### src/rtl/rx_byte_framer_pkg.sv
// Shared rx framing constants: COM symbol default, lock-FSM state encodings, word/byte widths.
package rx_byte_framer_pkg;
   localparam int          BYTE_W         = 8;
   localparam int          WORD_W         = 32;
   localparam int          BYTES_PER_WORD = WORD_W / BYTE_W;
   localparam logic [7:0]  COM_BYTE_DEF   = 8'hBC;
   localparam int          CNT16_W        = 16;

   typedef enum logic {
      ST_SEARCH = 1'b0,
      ST_LOCKED = 1'b1
   } rx_state_t;
endpackage

### src/rtl/rx_byte_packer.sv
// Packs data bytes MSB-first into 32-bit words; word registered 1 cycle after 4th byte.
// No backpressure: accepts one byte per cycle, discard_i drops the partial word.
module rx_byte_packer
   import rx_byte_framer_pkg::*;
(
   input  logic              clk_4f,
   input  logic              reset_L,
   input  logic              byte_vld_i,
   input  logic [BYTE_W-1:0] byte_dat_i,
   input  logic              discard_i,
   output logic              partial_o,
   output logic [WORD_W-1:0] data_out_o,
   output logic              valid_out_o
);

   logic [1:0]        byte_idx_q, byte_idx_d;
   logic [WORD_W-1:0] asm_q, asm_d;
   logic [WORD_W-1:0] data_q, data_d;
   logic              valid_q, valid_d;

   always_comb begin
      byte_idx_d = byte_idx_q;
      asm_d      = asm_q;
      data_d     = data_q;
      valid_d    = 1'b0;
      if (discard_i) begin
         byte_idx_d = 2'd0;
      end else if (byte_vld_i) begin
         // first byte of the word lands in the top lane
         case (byte_idx_q)
            2'd0:    asm_d[31:24] = byte_dat_i;
            2'd1:    asm_d[23:16] = byte_dat_i;
            2'd2:    asm_d[15:8]  = byte_dat_i;
            default: asm_d[7:0]   = byte_dat_i;
         endcase
         if (byte_idx_q == 2'd3) begin
            data_d     = asm_d;
            valid_d    = 1'b1;
            byte_idx_d = 2'd0;
         end else begin
            byte_idx_d = byte_idx_q + 2'd1;
         end
      end
   end

   always_ff @(posedge clk_4f or negedge reset_L) begin
      if (!reset_L) begin
         byte_idx_q <= 2'd0;
         asm_q      <= '0;
         data_q     <= '0;
         valid_q    <= 1'b0;
      end else begin
         byte_idx_q <= byte_idx_d;
         asm_q      <= asm_d;
         data_q     <= data_d;
         valid_q    <= valid_d;
      end
   end

   assign partial_o   = (byte_idx_q != 2'd0);
   assign data_out_o  = data_q;
   assign valid_out_o = valid_q;

endmodule

### src/rtl/rx_byte_framer.sv
// COM lock FSM + loss detection feeding rx_byte_packer; all outputs registered (1 cycle).
// No backpressure; RX_FRAMER_STATS_EN adds saturating word_cnt/err_cnt outputs.
module rx_byte_framer
   import rx_byte_framer_pkg::*;
#(
   parameter logic [7:0] COM_BYTE   = COM_BYTE_DEF,
   parameter int         LOCK_COUNT = 4,
   parameter int         LOSS_COUNT = 8
) (
   input  logic              clk_4f,
   input  logic              reset_L,
   input  logic [BYTE_W-1:0] sp_out,
   input  logic              valid_out_sp,
   output logic [WORD_W-1:0] data_out,
   output logic              valid_out,
   output logic              locked,
   output logic              frame_err
`ifdef RX_FRAMER_STATS_EN
   ,
   output logic [CNT16_W-1:0] word_cnt,
   output logic [CNT16_W-1:0] err_cnt
`endif
);

   localparam logic [3:0] LOCK_N = LOCK_COUNT[3:0];
   localparam logic [7:0] LOSS_N = LOSS_COUNT[7:0];

   rx_state_t  state_q, state_d;
   logic [3:0] com_cnt_q, com_cnt_d;
   logic [7:0] loss_cnt_q, loss_cnt_d;
   logic       frame_err_q, frame_err_d;
   logic       pack_vld, discard, partial;
   logic       is_com;
   logic [3:0] com_inc;
   logic [7:0] loss_inc;

   assign is_com   = (sp_out == COM_BYTE);
   assign com_inc  = (com_cnt_q == 4'hF) ? com_cnt_q : com_cnt_q + 4'd1;
   assign loss_inc = (loss_cnt_q == 8'hFF) ? loss_cnt_q : loss_cnt_q + 8'd1;

   always_comb begin
      state_d     = state_q;
      com_cnt_d   = com_cnt_q;
      loss_cnt_d  = loss_cnt_q;
      frame_err_d = 1'b0;
      pack_vld    = 1'b0;
      discard     = 1'b0;
      case (state_q)
         ST_SEARCH: begin
            if (valid_out_sp) begin
               if (is_com) begin
                  com_cnt_d = com_inc;
                  if (com_inc >= LOCK_N) begin
                     state_d    = ST_LOCKED;
                     loss_cnt_d = 8'd0;
                     discard    = 1'b1;
                  end
               end else begin
                  com_cnt_d = 4'd0;
               end
            end
         end
         default: begin
            if (valid_out_sp) begin
               loss_cnt_d = 8'd0;
               if (!is_com) begin
                  pack_vld = 1'b1;
               end else if (partial) begin
                  discard     = 1'b1;
                  frame_err_d = 1'b1;
               end
            end else begin
               loss_cnt_d = loss_inc;
               if (loss_inc >= LOSS_N) begin
                  state_d     = ST_SEARCH;
                  com_cnt_d   = 4'd0;
                  discard     = 1'b1;
                  frame_err_d = 1'b1;
               end
            end
         end
      endcase
   end

   always_ff @(posedge clk_4f or negedge reset_L) begin
      if (!reset_L) begin
         state_q     <= ST_SEARCH;
         com_cnt_q   <= 4'd0;
         loss_cnt_q  <= 8'd0;
         frame_err_q <= 1'b0;
      end else begin
         state_q     <= state_d;
         com_cnt_q   <= com_cnt_d;
         loss_cnt_q  <= loss_cnt_d;
         frame_err_q <= frame_err_d;
      end
   end

   rx_byte_packer u_packer (
      .clk_4f      (clk_4f),
      .reset_L     (reset_L),
      .byte_vld_i  (pack_vld),
      .byte_dat_i  (sp_out),
      .discard_i   (discard),
      .partial_o   (partial),
      .data_out_o  (data_out),
      .valid_out_o (valid_out)
   );

   assign locked    = (state_q == ST_LOCKED);
   assign frame_err = frame_err_q;

`ifdef RX_FRAMER_STATS_EN
   logic [CNT16_W-1:0] word_cnt_q, err_cnt_q;

   always_ff @(posedge clk_4f or negedge reset_L) begin
      if (!reset_L) begin
         word_cnt_q <= '0;
         err_cnt_q  <= '0;
      end else begin
         if (valid_out && word_cnt_q != 16'hFFFF) word_cnt_q <= word_cnt_q + 16'd1;
         if (frame_err_q && err_cnt_q != 16'hFFFF) err_cnt_q <= err_cnt_q + 16'd1;
      end
   end

   assign word_cnt = word_cnt_q;
   assign err_cnt  = err_cnt_q;
`endif

endmodule

### config.mk
export PLATFORM = sky130hd
export DESIGN_NAME = rx_byte_framer
export DESIGN_NICKNAME = d
export VERILOG_FILES = /design/src/rtl/rx_byte_framer_pkg.sv /design/src/rtl/rx_byte_packer.sv /design/src/rtl/rx_byte_framer.sv
export SDC_FILE = /design/constraint.sdc
export NUM_CORES = 1
export LEC_CHECK = 0
export CAP_MARGIN = 0
export CORE_ASPECT_RATIO = 0.7
export CORE_UTILIZATION = 40
export DETAILED_ROUTE_END_ITERATION = 12
export PLACE_DENSITY_LB_ADDON = 0.25
export SETUP_SLACK_MARGIN = 0.02
export SYNTH_ARGS = -nofsm -noshare
export SYNTH_HDL_FRONTEND = slang
export SYNTH_SLANG_ARGS = --single-unit
export TNS_END_PERCENT = 1
### constraint.sdc
create_clock -name clk_4f -period 1.7 [get_ports clk_4f]
set_clock_uncertainty 0.15 [all_clocks]
set_input_delay 0.17 -clock clk_4f [delete_from_list [all_inputs] [get_ports clk_4f]]
set_output_delay 0.17 -clock clk_4f [all_outputs]
set_load 0.005 [all_outputs]
======== After elaboration in Yosys (flattened, before gate mapping) ========
Index checks and enable logic that the tools add are counted.
operators by class
  add/sub/neg operators ................... 3
  order comparisons ....................... 2
  equal/unequal tests ..................... 7
  multiplexer cells ....................... 37
  bitwise operators ....................... 1
  reduce and logical (&&, ||, !) cells .... 12
operators with widths
  cell                                                                count
  2-to-1 mux 8 bit                                                    10
  2-to-1 mux 4 bit                                                    6
  2-to-1 mux 1 bit                                                    18
  equality test 8 bit (second input constant)                         2
  nonzero test 2 bit                                                  6
  AND reduction 3 bit                                                 3
  adder 8 x 1 -> 8 bit (second input constant)                        1
  greater-or-equal comparator 8 x 4 -> 1 bit (second input constant)  1
  2-to-1 mux 2 bit                                                    3
  adder 4 x 1 -> 4 bit (second input constant)                        1
  equality test 2 bit (second input constant)                         2
  equality test 4 bit (second input constant)                         1
  greater-or-equal comparator 4 x 3 -> 1 bit (second input constant)  1
  OR reduction 3 bit                                                  1
  adder 2 x 1 -> 2 bit (second input constant)                        1
  equality test 2 x 1 -> 1 bit (second input constant)                1
  zero test 2 bit                                                     1
  != test 2 bit (second input constant)                               1
  AND reduction 2 bit                                                 1
  inverter 1 bit                                                      1
storage, ports and cells
  bits in registers ....................... 81
  input bits .............................. 11
  output and inout bits ................... 35
  word-level logic and storage cells ...... 70

======== Depth between registers and ports, before layout ========
Gate-level depths: netlist (run 1).
  depth after elaboration ................. 9
  depth in mapped cells ................... 8

======== Modules after synthesis ========
From an unflattened synthesis (run 1), not the netlist that was laid out.
unflattened totals
  cell total of the unflattened synthesis .. 296
  area, all modules ....................... 4101.4 sq um
modules (own cells, without submodules)
  module          times used  cells an instance  area each (sq um)  seq. area each (sq um)
  rx_byte_packer  1           190                3118.0             1676.6
  rx_byte_framer  1           106                983.4              350.3

======== Worst setup path after synthesis (run 1) ========
No wires, ideal clock.
  path type ............................... register to register
  start ................................... reg u_packer.byte_idx_q[0]
  end ..................................... reg u_packer.asm_q[24]
  setup time .............................. 125 ps
  data arrival time ....................... 1577 ps
  slack ................................... -152 ps
  cell stages (with the launch flop) ...... 6
  buffers on the path ..................... 1
  cell sequence ........................... dfrtp_1 inv_1 ha_1 buf_1 nand2_2 mux2_2
on the way
  word-level cells in the longest chain between the ends .. 7
  elaborated cells on any way between the ends .. 9
  those cells by class .................... 5 x mux; 1 x bitwise; 3 x reduce/logical
RTL lines
  item                                  line                  text
  start, declared                       rx_byte_packer.sv:16  logic [1:0] byte_idx_q, byte_idx_d;
  start signal, assigned                rx_byte_packer.sv:53  byte_idx_q <= byte_idx_d;
  nonzero test 2 bit                    rx_byte_packer.sv:60  assign partial_o = (byte_idx_q != 2'd0);
  2-to-1 mux 1 bit                      rx_byte_framer.sv:68  end else if (partial) begin
  2-to-1 mux 1 bit                      rx_byte_framer.sv:66  if (!is_com) begin
  2-to-1 mux 1 bit                      rx_byte_framer.sv:64  if (valid_out_sp) begin
  2-to-1 mux 1 bit                      rx_byte_framer.sv:48  case (state_q)
  inverter 1 bit (no source line)       n/a
  AND reduction 2 bit (no source line)  n/a
  end signal, assigned                  rx_byte_packer.sv:54  asm_q <= asm_d;
  end, declared                         rx_byte_packer.sv:17  logic [WORD_W-1:0] asm_q, asm_d;
Several ways; a longest one is shown, not always the timed one.
A chain may end at the register's enable or synchronous reset.

======== Worst setup path in the final report (run 1) ========
  start ................................... reg loss_cnt_q[1]
  end ..................................... reg frame_err_q (netlist: frame_err)
on the way
  word-level cells in the longest chain between the ends .. 6
  elaborated cells on any way between the ends .. 7
  those cells by class .................... 1 x add/sub; 1 x order compare; 1 x eq/ne; 4 x mux
RTL lines
  item                                                                line                  text
  start, declared                                                     rx_byte_framer.sv:30  logic [7:0] loss_cnt_q, loss_cnt_d;
  start signal, assigned                                              rx_byte_framer.sv:94  loss_cnt_q <= loss_cnt_d;
  adder 8 x 1 -> 8 bit / equality test 8 bit (equally long branches)  rx_byte_framer.sv:39  assign loss_inc = (loss_cnt_q == 8'hFF) ? loss_cnt_q : loss_cnt_q + 8'd1;
  2-to-1 mux 8 bit (*)                                                rx_byte_framer.sv:39
  greater-or-equal comparator 8 x 4 -> 1 bit (*)                      rx_byte_framer.sv:74  if (loss_inc >= LOSS_N) begin
  2-to-1 mux 1 bit (*)                                                rx_byte_framer.sv:74
  2-to-1 mux 1 bit (*)                                                rx_byte_framer.sv:64
  2-to-1 mux 1 bit (*)                                                rx_byte_framer.sv:48
  net frame_err_d                                                     rx_byte_framer.sv:31  logic frame_err_q, frame_err_d;
  end signal, assigned                                                rx_byte_framer.sv:95  frame_err_q <= frame_err_d;
  end, declared                                                       rx_byte_framer.sv:31
The timed path passes the listed nets; every way through them passes the cells marked *.

==> results of run 1 <==
-- state kept, by name, indices dropped and copies added, names as in the netlist --
register              flops
u_packer.data_out_o      32
u_packer.asm_q           24
loss_cnt_q                8
com_cnt_q                 4
u_packer.byte_idx_q       2
frame_err                 1
locked                    1
u_packer.valid_out_o      1
-- logic make-up after synthesis --
logic type / after synthesis / share of synthesized area, %
compound gates: 68 / 13.92
mux: 49 / 14.55
fa+ha+maj: 6 / 2.099
flops: 73 / 51.07
buf+inv: 24 / 4.582
simple gates: 103 / 13.78
-- what timing repair did --
item	4_1_cts	5_1_grt
hold buffers	1	0
hold endpoints to repair	73	0
resized for setup	13	5
setup buffers	1	1
pin swaps	8	5
endpoints found under the setup margin	68	72
-- layout make-up --
type                            count  area (um^2)  area share [%]
Inverter                            8        30.03          0.6154
Sequential cell                    73         1827           37.44
Multi-Input combinational cell    226         1662           34.05
Clock buffer                        9        225.2           4.615
Clock inverter                      7        100.1           2.051
Tap cell                          120        150.1           3.077
Timing Repair Buffer               94        885.9           18.15
-- Yosys cell counts (2+ instances only) --
library cell	n
nor3_1	2
a211oi_1	2
o21ai_2	24
dfrtp_1	73
and2_1	3
buf_8	5
nand2_4	2
nand2b_1	5
nand3_1	5
clkbuf_1	6
nor2_1	7
nand2_1	64
nand4_1	3
nor2b_1	3
a41oi_1	3
nand2_2	3
a21oi_1	13
o22ai_1	2
mux2_2	24
ha_1	6
buf_1	3
mux2i_1	25
a21o_1	2
inv_1	7
o21ai_0	10
-- cells in the final DEF, fill, tap and decap left out, types with 3 or more instances in the layout --
master,netlist,layout
a21oi_1,13,12
a41oi_1,3,3
buf_12,1,5
buf_4,0,43
clkbuf_16,0,9
clkdlybuf4s50_1,0,36
dfrtp_1,73,73
dlygate4sd2_1,0,5
dlymetal6s2s_1,0,3
ha_1,6,4
inv_1,7,7
mux2_2,24,23
mux2i_1,25,25
nand2_1,64,63
nand2_4,2,4
nand2b_1,5,5
nand3_1,5,4
nand4_1,3,3
nor2_1,7,5
o21ai_0,10,9
o21ai_2,24,25
-- per-layer routing --
| layer | vias up | global-route usage, % |
|---|---|---|
| met4 | 0 | 4.416 |
| met2 | 58 | 28.80 |
| met5 | - | 0 |
| met1 | 1329 | 27.87 |
| li1 | 1329 | - |
| met3 | 8 | 5.149 |
-- report_power, final --
group	internal, uW	total (uW)	switching [uW]
registers	2430	2790	354
clock network	1300	2040	741
logic	1760	3210	1450
-- metrics by stage --
| step | setup slack [ns] | setup TNS, ns | total power [uW] | hold slack [ns] | instance area [um^2] |
|---|---|---|---|---|---|
| after CTS | -0.05911 | -0.2674 | 8117 | 0.09088 | 4852 |
| after global placement | -0.4205 | -25.79 | 5910 | -0.1071 | 4489 |
| after global routing | -0.1845 | -1.672 | 8562 | 0.1291 | 4880 |
| after floorplan | -0.02231 | -0.3272 | 4669 | -0.2756 | 3656 |
| after detailed placement | -0.4571 | -25.85 | 6018 | -0.1100 | 4489 |
| final | -0.02889 | -0.08435 | 8040 | 0.08652 | 4880 |
-- path summary, 6_finish.rpt --
path | endpoint | slack [ns]
worst max-delay path | frame_err$_DFF_PN0_ | -0.03
min in group clk_4f | u_packer.data_out_o[2]$_DFFE_PN0P_ | 0.12
max in group asynchronous | loss_cnt_q[1]$_DFFE_PN0P_ | 0.78
worst max register to register | frame_err$_DFF_PN0_ | -0.03
worst min register to register | u_packer.data_out_o[14]$_DFFE_PN0P_ | 0.32
worst min-delay path | loss_cnt_q[6]$_DFFE_PN0P_ | 0.09
==> run summary, run 1 <==
CP Data Required Time -> 1.76 ns
Setup CP Type -> flip-flop to flip-flop
Min Tclk post-route -> 1.729 ns
Final core occ -> 57.08%
Period Utilization, post-route -> 101.7%
Clk sinks -> 73
Leakage -> 0.002239 uW
Setup ws final -> -0.02889 ns
DRC -> 0
Clk root buf -> clkbuf_16
MaxCap Viol Count -> 0
Post-route antenna net violation count -> 0
Data arrival, critical path -> 1.79 ns
Dpl cells -> 518
Slew Limit Fails -> 0
Die height -> 81.12 um
Synth top area cells -> dfrtp_1 51%, mux2_2 7.6%, mux2i_1 7.0%
Clk buf depth -> 2
First-pass GRT wire length -> 13.44 mm
PD cells -> 1648 nW/um^2
Via/cell ratio -> 5.073
Post-synthesis net count -> 340
Leading area contributor after synthesis -> dfrtp_1
Failing checks -> negative setup slack
Htree depth -> 3
Crit path depth -> 6
Nets@finish -> 429
Site Rows -> 28
Slowest stage cell, crit path -> dfrtp_1
Pin count of the biggest net entering global routing -> 40
Yosys top cell area share -> 51.07%
Relative slew margins -> 77.04%
Outcome -> finished, violations left
Fraction of layout cells with a size suffix above 1 -> 32.37%
Cell Area, Synth -> 3577 um^2
Placer congestion estimate -> 0.7978
Metal-1 WL -> 3.990 mm
Critical path, cell by cell -> nand4_1, nor2_2, mux2i_1, nand3_2, nor2b_4, o21a_1
Number of global-route vias before repair -> 2704
Final Hold Fails -> 0
Worst Reg-to-Reg Cells -> 6
Delay of the slowest cell on the worst path -> 0.41 ns
Max Clk Rate -> 0.5784 GHz
Delay-heaviest family, CP -> simple AND/OR/NAND/NOR gates
Ys async rst share -> 100.0%
Sequential share of the synthesized area -> 51.07%
Initial Util -> 41.85%
Post-synth EDFFs -> 0
Crit end category -> flip-flop
Critical path startpoint -> loss_cnt_q[1]$_DFFE_PN0P_
Dpl hpwl -> 5.883 mm
Pre-antenna DRT Iters -> 4
Die span in x -> 115.0 um
Ys flop type -> dfrtp_1
Total track usage -> 19.29%
Total Routed Length -> 8.051 mm
Layout area overhead -> 36.41%
Met2 wire len -> 3.675 mm
YS warnings -> 0
Diode count -> 0
Syn Inst Count -> 323
Syn avg cell area -> 11.07 um^2
IO buf count -> 45
Core area -> 8548 um^2
WP buf/inv -> 0
IO Count -> 46
Clock-pin transition on the worst setup and hold timing paths -> 0.06 ns
Iter 0 DRT Violations -> 141
Post-synth cell types -> 46
Worst hold path class -> input port to async pin
CTS Buf Count -> 9
Antenna violations before repair -> 0
Fillers -> 753
Routed len/inst -> 14.99 um
Uppermost layer routed -> met4
CTS tree -> yes
Slew @ Worst Pin -> 0.3435 ns
Unrepaired setup endpoints after global routing -> yes
Worst Path Max Fanout -> 4
Peak supply drop -> 0.0008673 V
#FFs+latches synth -> 73
Final Non-Filler Cells -> 537
Met3 wire len -> 312 um
GRT overflow -> 0
Setup violators final -> 7
Die area -> 9331 um^2
Clk Latency, worst-skew pair -> 0.33 ns
Routed vias -> 2724
Critical path startpoint category -> flip-flop
Crit Reg-Reg Startpoint -> loss_cnt_q[1]$_DFFE_PN0P_
Note: power is estimated with default switching activity, not from simulation.
==> run 2, diff against run 1 <==
--- a/config.mk
+++ b/config.mk
@@ -5,6 +5,7 @@
 export SDC_FILE = /design/constraint.sdc
 export NUM_CORES = 1
 export LEC_CHECK = 0
+export ABC_AREA = 1
 export CAP_MARGIN = 0
 export CORE_ASPECT_RATIO = 0.7
 export CORE_UTILIZATION = 40
==> run 2 against run 1 <==
Net effect: the flow still finishes with violations (negative setup slack); clock power shrank 19%; routed wire length grew 0.19%; area after synthesis grew 0.63%; first-iteration DRC count grew 9.2%; core utilization shrank 0.35 points; largest power group is now registers; fmax shrank 2.4%; global-route usage shrank 0.063 points; critical path depth grew 6; die area grew 0.62%.
==> run summary, run 2 <==
Dpl hpwl -> 5.657 mm (was 5.883 mm)
Critical path startpoint category -> flip-flop (unchanged)
Synth top area cells -> dfrtp_1 51%, nand2_1 11%, mux2_4 8.8% (was dfrtp_1 51%, mux2_2 7.6%, mux2i_1 7.0%)
Period Utilization, post-route -> 104.2% (was 101.7%)
Leading area contributor after synthesis -> dfrtp_1 (unchanged)
Setup violators final -> 7 (unchanged)
Commonest non-fill, non-tap cell in the layout -> nand2_1 (was dfrtp_1)
Number of global-route vias before repair -> 2625 (was 2704)
Htree depth -> 3 (unchanged)
Most used cell, CP -> nand2_4
Max Clk Rate -> 0.5645 GHz (was 0.5784 GHz)
Die height -> 81.37 um (was 81.12 um)
Worst Reg-to-Reg Cells -> 12 (was 6)
Iter 0 DRT Violations -> 154 (was 141)
Via/cell ratio -> 4.739 (was 5.073)
Pre-CTS setup slack -> -0.3681 ns (was -0.4571 ns)
MaxCap Viol Count -> 0 (unchanged)
Crit path to -> u_packer.byte_idx_q[1]$_DFFE_PN0P_ (was frame_err$_DFF_PN0_)
Slew @ Worst Pin -> 0.3878 ns (was 0.3435 ns)
Failing checks -> negative setup slack (unchanged)
Post-synth cell types -> 31 (was 46)
Worst R2R Setup Slack -> -0.07 ns (was -0.03 ns)
Crit end category -> flip-flop (unchanged)
Routed len/inst -> 13.65 um (was 14.99 um)
Placer congestion estimate -> 0.7911 (was 0.7978)
Fillers -> 746 (was 753)
Clk sinks -> 73 (unchanged)
Yosys top cell area share -> 50.75% (was 51.07%)
Diode count -> 0 (unchanged)
Fraction of layout cells with a size suffix above 1 -> 25.69% (was 32.37%)
First-pass GRT wire length -> 13.31 mm (was 13.44 mm)
Setup ws final -> -0.07161 ns (was -0.02889 ns)
Antenna violations before repair -> 0 (unchanged)
Total Routed Length -> 8.066 mm (was 8.051 mm)
#FFs+latches synth -> 73 (unchanged)
Crit Reg-Reg Startpoint -> loss_cnt_q[1]$_DFFE_PN0P_ (unchanged)
Top post-synthesis cells by count -> 102 x nand2_1, 73 x dfrtp_1, 40 x o21ai_0 (was 73 x dfrtp_1, 64 x nand2_1, 25 x mux2i_1)
Worst Path Max Fanout -> 5 (was 4)
Setup CP Type -> flip-flop to flip-flop (unchanged)
Outcome -> finished, violations left (unchanged)
Crit path depth -> 12 (was 6)
Syn Inst Count -> 385 (was 323)
Slew Limit Fails -> 0 (unchanged)
Routed vias -> 2801 (was 2724)
Pin count of the biggest net entering global routing -> 52 (was 40)
Pre-antenna DRT Iters -> 4 (unchanged)
Slowest stage cell, crit path -> dfrtp_1 (unchanged)
CTS tree -> yes (unchanged)
Ys flop type -> dfrtp_1 (unchanged)
Post-synth EDFFs -> 0 (unchanged)
Clk Latency, worst-skew pair -> 0.33 ns (about the same)
Sequential share of the synthesized area -> 50.75% (was 51.07%)
Critical path, cell by cell -> ha_4, nand2_4, nor2_4, nand2_4, nand3_2, nor2_2, nand3_2, nand2_2, nand2_2, nand2_4, nand4_1, nand2_1 (was nand4_1, nor2_2, mux2i_1, nand3_2, nor2b_4, o21a_1)
Leakage -> 0.002358 uW (was 0.002239 uW)
Nets@finish -> 486 (was 429)
Final Hold Fails -> 0 (unchanged)
Post-route antenna net violation count -> 0 (unchanged)
Layout area overhead -> 35.28% (was 36.41%)
Core area -> 8583 um^2 (was 8548 um^2)
Cell Area, Synth -> 3600 um^2 (was 3577 um^2)
Delay of the slowest cell on the worst path -> 0.41 ns (about the same)
Ys async rst share -> 100.0% (unchanged)
PD cells -> 727.6 nW/um^2 (was 1648 nW/um^2)
Site Rows -> 28 (unchanged)
CTS Buf Count -> 9 (unchanged)
IO buf count -> 45 (unchanged)
Clk root buf -> clkbuf_16 (unchanged)
YS warnings -> 0 (unchanged)
DRC -> 0 (unchanged)
CP Data Required Time -> 1.82 ns (was 1.76 ns)
Peak supply drop -> 0.0005386 V (was 0.0008673 V)
Initial Util -> 41.94% (was 41.85%)
Die area -> 9389 um^2 (was 9331 um^2)
IO Count -> 46 (unchanged)
Clk buf depth -> 2 (unchanged)
Relative slew margins -> 73.88% (was 77.04%)
WP buf/inv -> 0 (unchanged)
Most frequent cells in the layout -> 96 x nand2_1, 73 x dfrtp_1, 42 x clkdlybuf4s50_1 (was 73 x dfrtp_1, 63 x nand2_1, 43 x buf_4)
Delay-heaviest family, CP -> simple AND/OR/NAND/NOR gates (unchanged)
R2R Path End -> u_packer.byte_idx_q[1]$_DFFE_PN0P_ (was frame_err$_DFF_PN0_)
Critical path startpoint -> loss_cnt_q[1]$_DFFE_PN0P_ (unchanged)
Worst hold path class -> input port to async pin (unchanged)
Min Tclk post-route -> 1.772 ns (was 1.729 ns)
Most frequent cell after synthesis -> nand2_1 (was dfrtp_1)
Clock-pin transition on the worst setup and hold timing paths -> 0.05 ns (was 0.06 ns)
Die span in x -> 115.4 um (was 115.0 um)
Post-synthesis net count -> 402 (was 340)
Unrepaired setup endpoints after global routing -> yes (unchanged)
Max reg flops -> 32 (unchanged)
Final Power -> 3543 uW (was 8040 uW)
Total track usage -> 19.22% (was 19.29%)
GRT overflow -> 0 (unchanged)
Data arrival, critical path -> 1.89 ns (was 1.79 ns)
Syn avg cell area -> 9.350 um^2 (was 11.07 um^2)
## run 2: cell count changes after synthesis, moves of 22 or more
cell,previous run,this run
nand2_1,64,102
o21ai_0,10,40
o21ai_2,24,2
inv_1,7,38
o21ai_1,1,29
mux2i_1,25,1
## run 2: cells by family (layout without fill, tap and decap cells)
group	count (synthesis)	count (layout)	synth area share, %
muxes	25	25	9.976
xor gates and xnor gates	1	1	0.2434
and+or+nand+nor	146	146	18.74
AOI/OAI and AO/OA	75	75	10.81
DFF	73	73	50.75
adders and majority gates	6	6	2.085
buffers and inverters	59	145	7.403
## run 2: area by class of cell
| cell class | instances | area (um^2) | area share, % |
|---|---|---|---|
| Clock buffer | 12 | 246.5 | 5.062 |
| Clock inverter | 1 | 5.005 | 0.1028 |
| Inverter | 44 | 165.2 | 3.392 |
| Multi-Input combinational cell | 253 | 1624 | 33.35 |
| Sequential cell | 73 | 1827 | 37.51 |
| Tap cell | 120 | 150.1 | 3.083 |
| Timing Repair Buffer | 88 | 852.1 | 17.50 |
## run 2: what timing repair did
item	CTS	global route
setup buffers	0	1
hold buffers	1	0
gates cloned	0	0
endpoints found under the setup margin	35	70
gates resized for setup	13	24
endpoints found under the hold margin	73	0
pin swaps	3	14
## run 2: worst min-delay path by stage
stage / start / to / slack [ns] / cells past startpoint
floorplan: reset_L / com_cnt_q[0]$_DFFE_PN0P_ / -0.28 / 0
global placement: reset_L / u_packer.data_out_o[25]$_DFFE_PN0P_ / -0.06 / 1
detailed placement: reset_L / u_packer.data_out_o[25]$_DFFE_PN0P_ / -0.06 / 1
CTS: reset_L / u_packer.data_out_o[25]$_DFFE_PN0P_ / 0.13 / 2
global route: reset_L / u_packer.data_out_o[25]$_DFFE_PN0P_ / 0.16 / 2
finish: reset_L / u_packer.data_out_o[25]$_DFFE_PN0P_ / 0.13 / 2
## run 2: report_power, final
group	leakage, uW	switching [uW]	total, uW	internal, uW
sequential	0.000893	1.63	1740	1740
clock	0.000124	657	1660	1000
combinational	0.00134	87.2	144	56.4
## run 2: per-layer routing
metal | GRT usage (%) | share of wire, % | up-vias
met1 | 28.52 | 52 | 1322
met3 | 6.343 | 5.7 | 5
li1 | - | - | 1411
met5 | 0 | 0 | -
met4 | 5.065 | 0.76 | 0
met2 | 26.35 | 41 | 63
## run 2: worst reg2reg max path, delay by kind of cell, from the launching register on
kind,cells,cell delay (ns)
DFF,1,0.41
adders and majority gates,1,0.20
and+or+nand+nor,11,0.96
## run 2: stage by stage
stage | hold WS, ns | area, um^2 | setup TNS [ns] | cells | utilization [%]
2_1_floorplan | -0.2756 | 3602 | 0 | 385 | -
3_3_place_gp | -0.05705 | 4469 | -16.49 | 576 | 52.07
3_5_place_dp | -0.06000 | 4469 | -17.60 | 576 | 52.07
4_1_cts | 0.1267 | 4767 | -0.5775 | 590 | 55.54
5_1_grt | 0.1568 | 4870 | -1.591 | 591 | 56.73
6_report | 0.1262 | 4870 | -0.3664 | 591 | 56.73
==> run 3, diff against run 2 <==
--- a/config.mk
+++ b/config.mk
@@ -15,4 +15,4 @@
 export SYNTH_ARGS = -nofsm -noshare
 export SYNTH_HDL_FRONTEND = slang
 export SYNTH_SLANG_ARGS = --single-unit
-export TNS_END_PERCENT = 1
+export TNS_END_PERCENT = 5
==> run 3 against run 2 <==
Net effect: the run still ends with negative setup slack left; flip-flop and latch count stayed put; setup slack worse by 0.0065 ns; sequential power hardly changed; sequential share of layout area stayed put; global-route usage stayed put; largest power group unchanged; power hardly changed; clock power hardly changed; core utilization stayed put; final area stayed put.
==> run summary, run 3 (same netlist as run 2, synthesis figures left out) <==
Outcome -> finished, violations left (unchanged)
Failing checks -> negative setup slack (unchanged)
Final Power -> 3542 uW (was 3543 uW)
Slowest stage cell, crit path -> dfrtp_1 (unchanged)
IO Count -> 46 (unchanged)
Comb pwr share -> 4.0% (was 4.1%)
Slew Limit Fails -> 0 (unchanged)
Routed vias -> 2794 (was 2801)
Layout area overhead -> 35.28% (unchanged)
Delay-heaviest family, CP -> simple AND/OR/NAND/NOR gates (unchanged)
Commonest non-fill, non-tap cell in the layout -> nand2_1 (unchanged)
Final Hold Fails -> 0 (unchanged)
Clk sinks -> 73 (unchanged)
Critical path startpoint category -> flip-flop (unchanged)
Clk root buf -> clkbuf_16 (unchanged)
Crit end category -> flip-flop (unchanged)
Max reg flops -> 32 (unchanged)
Worst hold path class -> input port to async pin (unchanged)
Power share of the clock group -> 46.8% (about the same)
Relative slew margins -> 73.84% (was 73.88%)
Peak supply drop -> 0.0005386 V (about the same)
Pre-antenna DRT Iters -> 4 (unchanged)
Routed len/inst -> 13.61 um (was 13.65 um)
Total Routed Length -> 8.044 mm (was 8.066 mm)
Slew @ Worst Pin -> 0.3883 ns (was 0.3878 ns)
Most used cell, CP -> nand2_4 (unchanged)
Die area -> 9389 um^2 (unchanged)
Net Sw Frac -> 21.04% (was 21.06%)
Site Rows -> 28 (unchanged)
CP Data Required Time -> 1.82 ns (about the same)
Cell-internal power -> 2797 uW (about the same)
DRC -> 0 (unchanged)
Fraction of layout cells with a size suffix above 1 -> 25.90% (was 25.69%)
Number of global-route vias before repair -> 2625 (unchanged)
Via/cell ratio -> 4.728 (was 4.739)
Total track usage -> 19.22% (unchanged)
Post-route antenna net violation count -> 0 (unchanged)
Clock-pin transition on the worst setup and hold timing paths -> 0.05 ns (about the same)
MaxCap Viol Count -> 0 (unchanged)
Critical path, cell by cell -> ha_4, nand2_4, nor2_4, nand2_4, nand3_2, nor2_2, nand3_2, nand2_2, nand2_2, nand2_4, nand4_1, nand2_1 (unchanged)
Dpl cells -> 576 (unchanged)
Min Tclk post-route -> 1.778 ns (was 1.772 ns)
Placer congestion estimate -> 0.7911 (unchanged)
Most frequent cells in the layout -> 96 x nand2_1, 73 x dfrtp_1, 42 x clkdlybuf4s50_1 (unchanged)
Data arrival, critical path -> 1.90 ns (was 1.89 ns)
PD cells -> 727.4 nW/um^2 (was 727.6 nW/um^2)
Diode count -> 0 (unchanged)
WP buf/inv -> 0 (unchanged)
Part of the power in registers -> 49.2% (about the same)
Setup violators final -> 7 (unchanged)
Iter 0 DRT Violations -> 152 (was 154)
Final Non-Filler Cells -> 591 (unchanged)
Die height -> 81.37 um (unchanged)
Delay of the slowest cell on the worst path -> 0.41 ns (about the same)
Dpl hpwl -> 5.657 mm (unchanged)
First-pass GRT wire length -> 13.31 mm (unchanged)
GRT overflow -> 0 (unchanged)
Antenna violations before repair -> 0 (unchanged)
Max Clk Rate -> 0.5624 GHz (was 0.5645 GHz)
Initial Util -> 41.94% (unchanged)
Core area -> 8583 um^2 (unchanged)
Clk Latency, worst-skew pair -> 0.34 ns (was 0.33 ns)
CTS tree -> yes (unchanged)
Sw power -> 745.2 uW (was 746.1 uW)
Multi-input gate area -> 1624 um^2 (unchanged)
Leakage -> 0.002356 uW (was 0.002358 uW)
Setup CP Type -> flip-flop to flip-flop (unchanged)
Fillers -> 746 (unchanged)
Nets@finish -> 486 (unchanged)
Worst Path Max Fanout -> 5 (unchanged)
Pin count of the biggest net entering global routing -> 52 (unchanged)
Htree depth -> 3 (unchanged)
IO buf count -> 45 (unchanged)
Die span in x -> 115.4 um (unchanged)
Period Utilization, post-route -> 104.6% (was 104.2%)
Setup ws final -> -0.07816 ns (was -0.07161 ns)
Clk buf depth -> 2 (unchanged)
Final TNS setup -> -0.3730 ns (was -0.3664 ns)
Flip-flop and latch area -> 1827 um^2 (unchanged)
CTS Buf Count -> 9 (unchanged)
Unrepaired setup endpoints after global routing -> yes (unchanged)
-- run 3: cell counts in the layout (fill, tap and decap cells not counted) --
Identical to the previous run, type by type.
-- run 3: power by group through the flow --
| stage | Clock [uW] | Sequential (uW) | Combinational (uW) |
|---|---|---|---|
| CTS | 1700 | 1740 | 145 |
| global placement | 0 | 1770 | 143 |
| floorplan | 0 | 1770 | 24.2 |
| detailed placement | 0 | 1770 | 143 |
| global route | 1780 | 1740 | 162 |
| finish | 1660 | 1740 | 143 |
-- run 3: final cells by class --
| class | instances | area share (%) |
|---|---|---|
| clock inverters | 1 | 0.1028 |
| clock buffers | 12 | 5.062 |
| flip-flops and latches | 73 | 37.51 |
| multi-input cells | 253 | 33.35 |
| repair buffers | 88 | 17.50 |
| well taps | 120 | 3.083 |
| inverters | 44 | 3.392 |
-- run 3: timing repair --
item                                    in CTS  in global routing
buffers inserted                             0                  1
pin swaps                                    3                 14
resized for setup                           13                 25
endpoints found under the setup margin      35                 70
endpoints found under the hold margin       73                  0
hold buffers                                 1                  0
-- run 3: layer usage --
metal | share of wire (%) | wire length (um) | track usage (%)
met5 | 0 | 0 | 0
met4 | 0.76 | 61 | 5.065
met3 | 5.3 | 424 | 6.343
met2 | 41 | 3318 | 26.35
met1 | 53 | 4240 | 28.52
-- run 3: metrics by stage --
step | setup WS, ns | hold WS (ns) | area (um^2) | utilization (%)
floorplan | 0.01066 | -0.2756 | 3602 | -
global placement | -0.3578 | -0.05705 | 4469 | 52.07
detailed placement | -0.3681 | -0.06000 | 4469 | 52.07
CTS | -0.1022 | 0.1267 | 4767 | 55.54
global route | -0.1910 | 0.1568 | 4870 | 56.73
finish | -0.07816 | 0.1264 | 4870 | 56.73
-- run 3: final timing paths --
path	startpoint	end	slack, ns	depth (start not counted)
min reg2reg	u_packer.data_out_o[11]$_DFFE_PN0P_	u_packer.data_out_o[11]$_DFFE_PN0P_	0.35	1
max	loss_cnt_q[1]$_DFFE_PN0P_	u_packer.byte_idx_q[1]$_DFFE_PN0P_	-0.08	12
min in group clk_4f	sp_out[2]	u_packer.data_out_o[2]$_DFFE_PN0P_	0.18	4
min	reset_L	u_packer.data_out_o[25]$_DFFE_PN0P_	0.13	2
max in group asynchronous	reset_L	u_packer.asm_q[17]$_DFFE_PN0P_	0.69	3
max reg2reg	loss_cnt_q[1]$_DFFE_PN0P_	u_packer.byte_idx_q[1]$_DFFE_PN0P_	-0.08	12
==> patch 1: new RTL, flow settings as in run 1 <==
The output `frame_err` loses its register stage (`frame_err_q` becomes a continuous assignment).
--- a/src/rtl/rx_byte_framer.sv
+++ b/src/rtl/rx_byte_framer.sv
@@ -89,3 +89,2 @@
          loss_cnt_q  <= 8'd0;
-         frame_err_q <= 1'b0;
       end else begin
@@ -94,5 +93,6 @@
          loss_cnt_q  <= loss_cnt_d;
-         frame_err_q <= frame_err_d;
       end
    end
+
+   assign frame_err_q = frame_err_d;
 
Formal check against the unedited RTL: not equivalent (a bounded check fails within 10 cycles, from zero or initial values and one cycle with reset_L low).
==> patch 1 against run 1 <==
- the run still ends with setup timing left
- power is 0.93% higher
- sequential power barely moved
- worst setup slack worse by 0.50 ns
- synthesized area fell by 0.70%
- sequential cell count down 1
- sequential share of layout area is 0.46 points lower
- wire length is 1.0% higher
- final area is 0.15% lower
- highest routed layer unchanged
==> patch 1: results (changes against run 1) <==
* Via density at 5.051 (-0.43%)
* Post-synthesis register bit count at 72 (-1.4%)
* Initial drt markers at 189 (+34%)
* Gate power share at 40.1% (about the same)
* Worst Path Arrival at 1.91 ns (+0.12 ns)
* Syn_nets at 339 (-0.29%)
* Non-clock buffers at 90 (-4.3%)
* DP HPWL at 5.647 mm (-4.0%)
* Peak supply drop at 0.7637 mV (-12%)
* Failing checks: setup timing
* Status: finished with violations
* TNS Setup at -1.556 ns (-1.471 ns)
* Share of cells above drive strength 1 at 33.50% (+1.1 points)
* Vias in the first global route at 2586 (-4.4%)
* Final Setup Violations at 9 (+2)
* Placed cell areas at 4436 um2 (-1.2%)
* Placed cell count at 512 (-1.2%)
* Synth top cells by count: dfrtp_1, nand2_1, mux2i_1, mux2_2, o21ai_2
* Setup slack after layout at -0.5318 ns (-0.5029 ns)
* Fraction of area in multi-input gates at 34.75% (+0.69 points)
* Max-slew headroom at 74.81% (-2.2 points)
* Clkbuf count at 10 (+1)
* Nets at 424 (-1.2%)
* Synth Area per Inst at 11.03 um2 (-0.39%)
* GP Congestion at 0.8178 (+2.5%)
* Layout clock area frac at 6.780% (+0.11 points)
* # fillers at 747 (-0.80%)
* Register area at 1802 um2 (-1.4%)
* Worst reg2reg startpoint: loss_cnt_q[0]
* Routed wire length at 8.135 mm (+1.0%)
* Static Leakage at 2.209 nW (-1.3%)
patch 1: cell types whose count changed after synthesis:
cell | run 1 | this run
dfrtp_1 | 73 | 72
patch 1: metrics by stage:
| stage | setup slack [ns] | power, W | hold WS, ns | util [%] |
|---|---|---|---|---|
| floorplan | -0.08193 | 0.004626 | -0.2756 | - |
| global placement | -0.5920 | 0.005907 | -0.04606 | 51.89 |
| detailed placement | -0.5877 | 0.006003 | -0.04188 | 51.89 |
| CTS | -0.5346 | 0.008152 | 0.1393 | 56.47 |
| global route | -0.6264 | 0.008635 | 0.1719 | 57.00 |
| finish | -0.5318 | 0.008115 | 0.1325 | 57.00 |
patch 1: kinds of logic after synthesis:
family | synth area share (%)
adders and majority gates | 2.113
and+or+nand+nor | 13.88
DFF | 50.72
muxes | 14.65
AOI/OAI and AO/OA | 14.02
buffers and inverters | 4.614
patch 1: path summary, 6_finish.rpt:
kind                       depth (start not counted)                 endpoint
setup / recovery                                   8                frame_err
hold / removal                                     2             com_cnt_q[2]
setup reg to reg                                   9             com_cnt_q[0]
hold reg to reg                                    2  u_packer.data_out_o[17]
max in group asynchronous                          3       u_packer.asm_q[23]
min in group clk_4f                                4             com_cnt_q[0]
patch 1: per-layer routing:
metal	part of all wire, %	vias to the layer above	track usage (%)
li1	-	1303	-
met5	0	-	0
met4	0.57	0	4.286
met1	52	1317	28.50
met3	3.7	6	5.299
met2	43	61	28.42
patch 1: repair_timing:
action | 4_1_cts | 5_1_grt
resized for setup | 25 | 12
endpoints found under the hold margin | 13 | 0
buffers inserted | 3 | 0
gates cloned | 0 | 0
hold buffers | 1 | 0
endpoints found under the setup margin | 72 | 73
pin swaps | 8 | 6
==> patch 2: new RTL, settings of run 1 <==
Without the edit above. Build with the macro `RX_FRAMER_STATS_EN` defined.
--- a/src/rtl/rx_byte_framer.sv
+++ b/src/rtl/rx_byte_framer.sv
@@ -2,2 +2,4 @@
 // No backpressure; RX_FRAMER_STATS_EN adds saturating word_cnt/err_cnt outputs.
+`define RX_FRAMER_STATS_EN
+
 module rx_byte_framer
Formal check against the unedited RTL (old outputs only; new: err_cnt and word_cnt): equivalent (equiv_simple and equiv_induct, registers matched by name and starting in step).
==> patch 2 against run 1 <==
- the run still ends with setup timing left
- clock power rose by 3%
- sequential cell count rose by 32
- synthesized area rose by 38%
- wire length rose by 50%
- combinational power fell by 93%
- power fell by 40%
- count of clock-buffer cells in the layout rose by 1
- final area rose by 46%
- synthesized cell count rose by 46%
- non-clock buffer count rose by 70
- worst setup slack got worse by 0.10 ns
- core utilization rose by 3.2 points
- maximum frequency fell by 5.7%
- largest power group is now sequential cells
==> patch 2: results (changes against run 1) <==
* Post-Synth XOR/XNOR Area at 4.263% (+4.3 points)
* Failing checks: setup timing
* Synth top cells by count: dfrtp_1, nand2_1, nor2_1, mux2_2, mux2i_1
* Distinct cells, synth at 53 (+15%)
* Status: finished with violations
* # fillers at 926 (+23%)
* Total internal power at 0.003771 W (-31%)
* Syn_nets at 489 (+44%)
* Port Buf Inserts at 77 (+71%)
* First-pass GRT wire length at 19.80 mm (+47%)
* Sequential-to-total area share from yosys stat at 53.29% (+2.2 points)
* Peak supply drop at 0.5675 mV (-35%)
* Die area at 12780 um2 (+37%)
* TNS Setup at -0.8538 ns (-0.7695 ns)
* Initial drt markers at 124 (-12%)
* Vias in the first global route at 4043 (+50%)
* Largest net degree at the start of global routing at 37 (-7.5%)
* GP Congestion at 0.8889 (+11%)
* Worst Path Max Fanout at 5 (+1)
* Routed length per instance at 15.21 um (+1.4%)
* Tot GR Track Use at 19.94% (+0.66 points)
* Clk_lat worst skew at 0.35 ns (+0.02 ns)
* Worst Setup SP: loss_cnt_q[0]
* Via Count at 4138 (+52%)
* Slew @ Worst Pin at 0.4457 ns (+0.1022 ns)
* Setup slack after layout at -0.1334 ns (-0.1045 ns)
* Worst r2r dst: com_cnt_q[3]
* Worst Path Arrival at 1.96 ns (+0.17 ns)
* Synth area leaders: dfrtp_1, mux2_2, nand2_1
* DP HPWL at 8.676 mm (+47%)
* Final Setup Violations at 14 (+7)
* Static Leakage at 3.582 nW (+60%)
## patch 2: changes by cell type after synthesis, moves of 5 or more
cell,delta
and3_1,+6
o21ai_2,-23
xnor2_1,+8
nor2_1,+22
a31oi_1,+5
a21oi_1,+7
xor2_1,+16
o21ai_0,+13
nand2_1,+13
nor3_1,+8
buf_8,-5
dfrtp_1,+32
nand3_1,+13
o21ai_1,+10
## patch 2: worst min path at each step
stage               startpoint            to  slack, ns  depth (start not counted)
floorplan              reset_L  com_cnt_q[0]      -0.28                          0
global placement       reset_L    err_cnt[3]     -0.005                          1
detailed placement     reset_L    err_cnt[1]     -0.004                          1
CTS                    reset_L    err_cnt[1]       0.17                          2
global route           reset_L    err_cnt[0]       0.21                          2
finish                 reset_L    err_cnt[0]       0.16                          2
## patch 2: routing by layer
layer	up-vias	GRT usage [%]	part of all wire [%]
met1	2062	26.81	48
met2	94	33.42	48
li1	1974	-	-
met3	8	3.918	3.9
met4	0	4.494	0.75
met5	-	0	0
## patch 2: per-stage QoR
step / std cells / setup WS [ns]
after floorplan: 470 / -0.1405
after CTS: 794 / -0.1680
final: 793 / -0.1334
after detailed placement: 775 / -0.3866
after global placement: 775 / -0.3211
after global routing: 793 / -0.2009
## patch 2: layout make-up
class,instances,area (um2),area share [%]
sequential,105,2635,36.90
inverter,10,37.54,0.5257
multi-input combinational,341,2404,33.66
tap,157,196.4,2.751
clock inverter,6,76.32,1.069
timing repair buffer,164,1563,21.89
clock buffer,10,229.0,3.207
## patch 2: worst max-delay path, cell delays in order, from the launching register on
cell and delay [ns]:
dfrtp_1 0.41, buf_6 0.14, and4_4 0.25, and4_1 0.18
o21ai_1 0.07, a221o_2 0.42, a21oi_2 0.14
## patch 2: logic make-up (layout without fill, tap and decap cells)
logic type	count (synthesis)	count (layout)
AOI/OAI and AO/OA	82	82
xor gates and xnor gates	24	24
adders and majority gates	8	8
buffers and inverters	24	190
DFF	105	105
muxes	51	51
and+or+nand+nor	176	176
## patch 2: power groups by stage
| stage | clock network [W] | registers, W | logic [W] |
|---|---|---|---|
| floorplan | 0 | 0.00257 | 0.0000296 |
| global placement | 0 | 0.00256 | 0.000205 |
| detailed placement | 0 | 0.00257 | 0.000208 |
| CTS | 0.00216 | 0.00252 | 0.000222 |
| global route | 0.00227 | 0.00252 | 0.000242 |
| finish | 0.00210 | 0.00252 | 0.000221 |
## patch 2: timing repair
| item | CTS | global route |
|---|---|---|
| hold buffers | 1 | 0 |
| endpoints found under the setup margin | 38 | 115 |
| resized for setup | 29 | 48 |
| endpoints found under the hold margin | 70 | 0 |
| pin swaps | 8 | 8 |
| setup buffers | 2 | 0 |
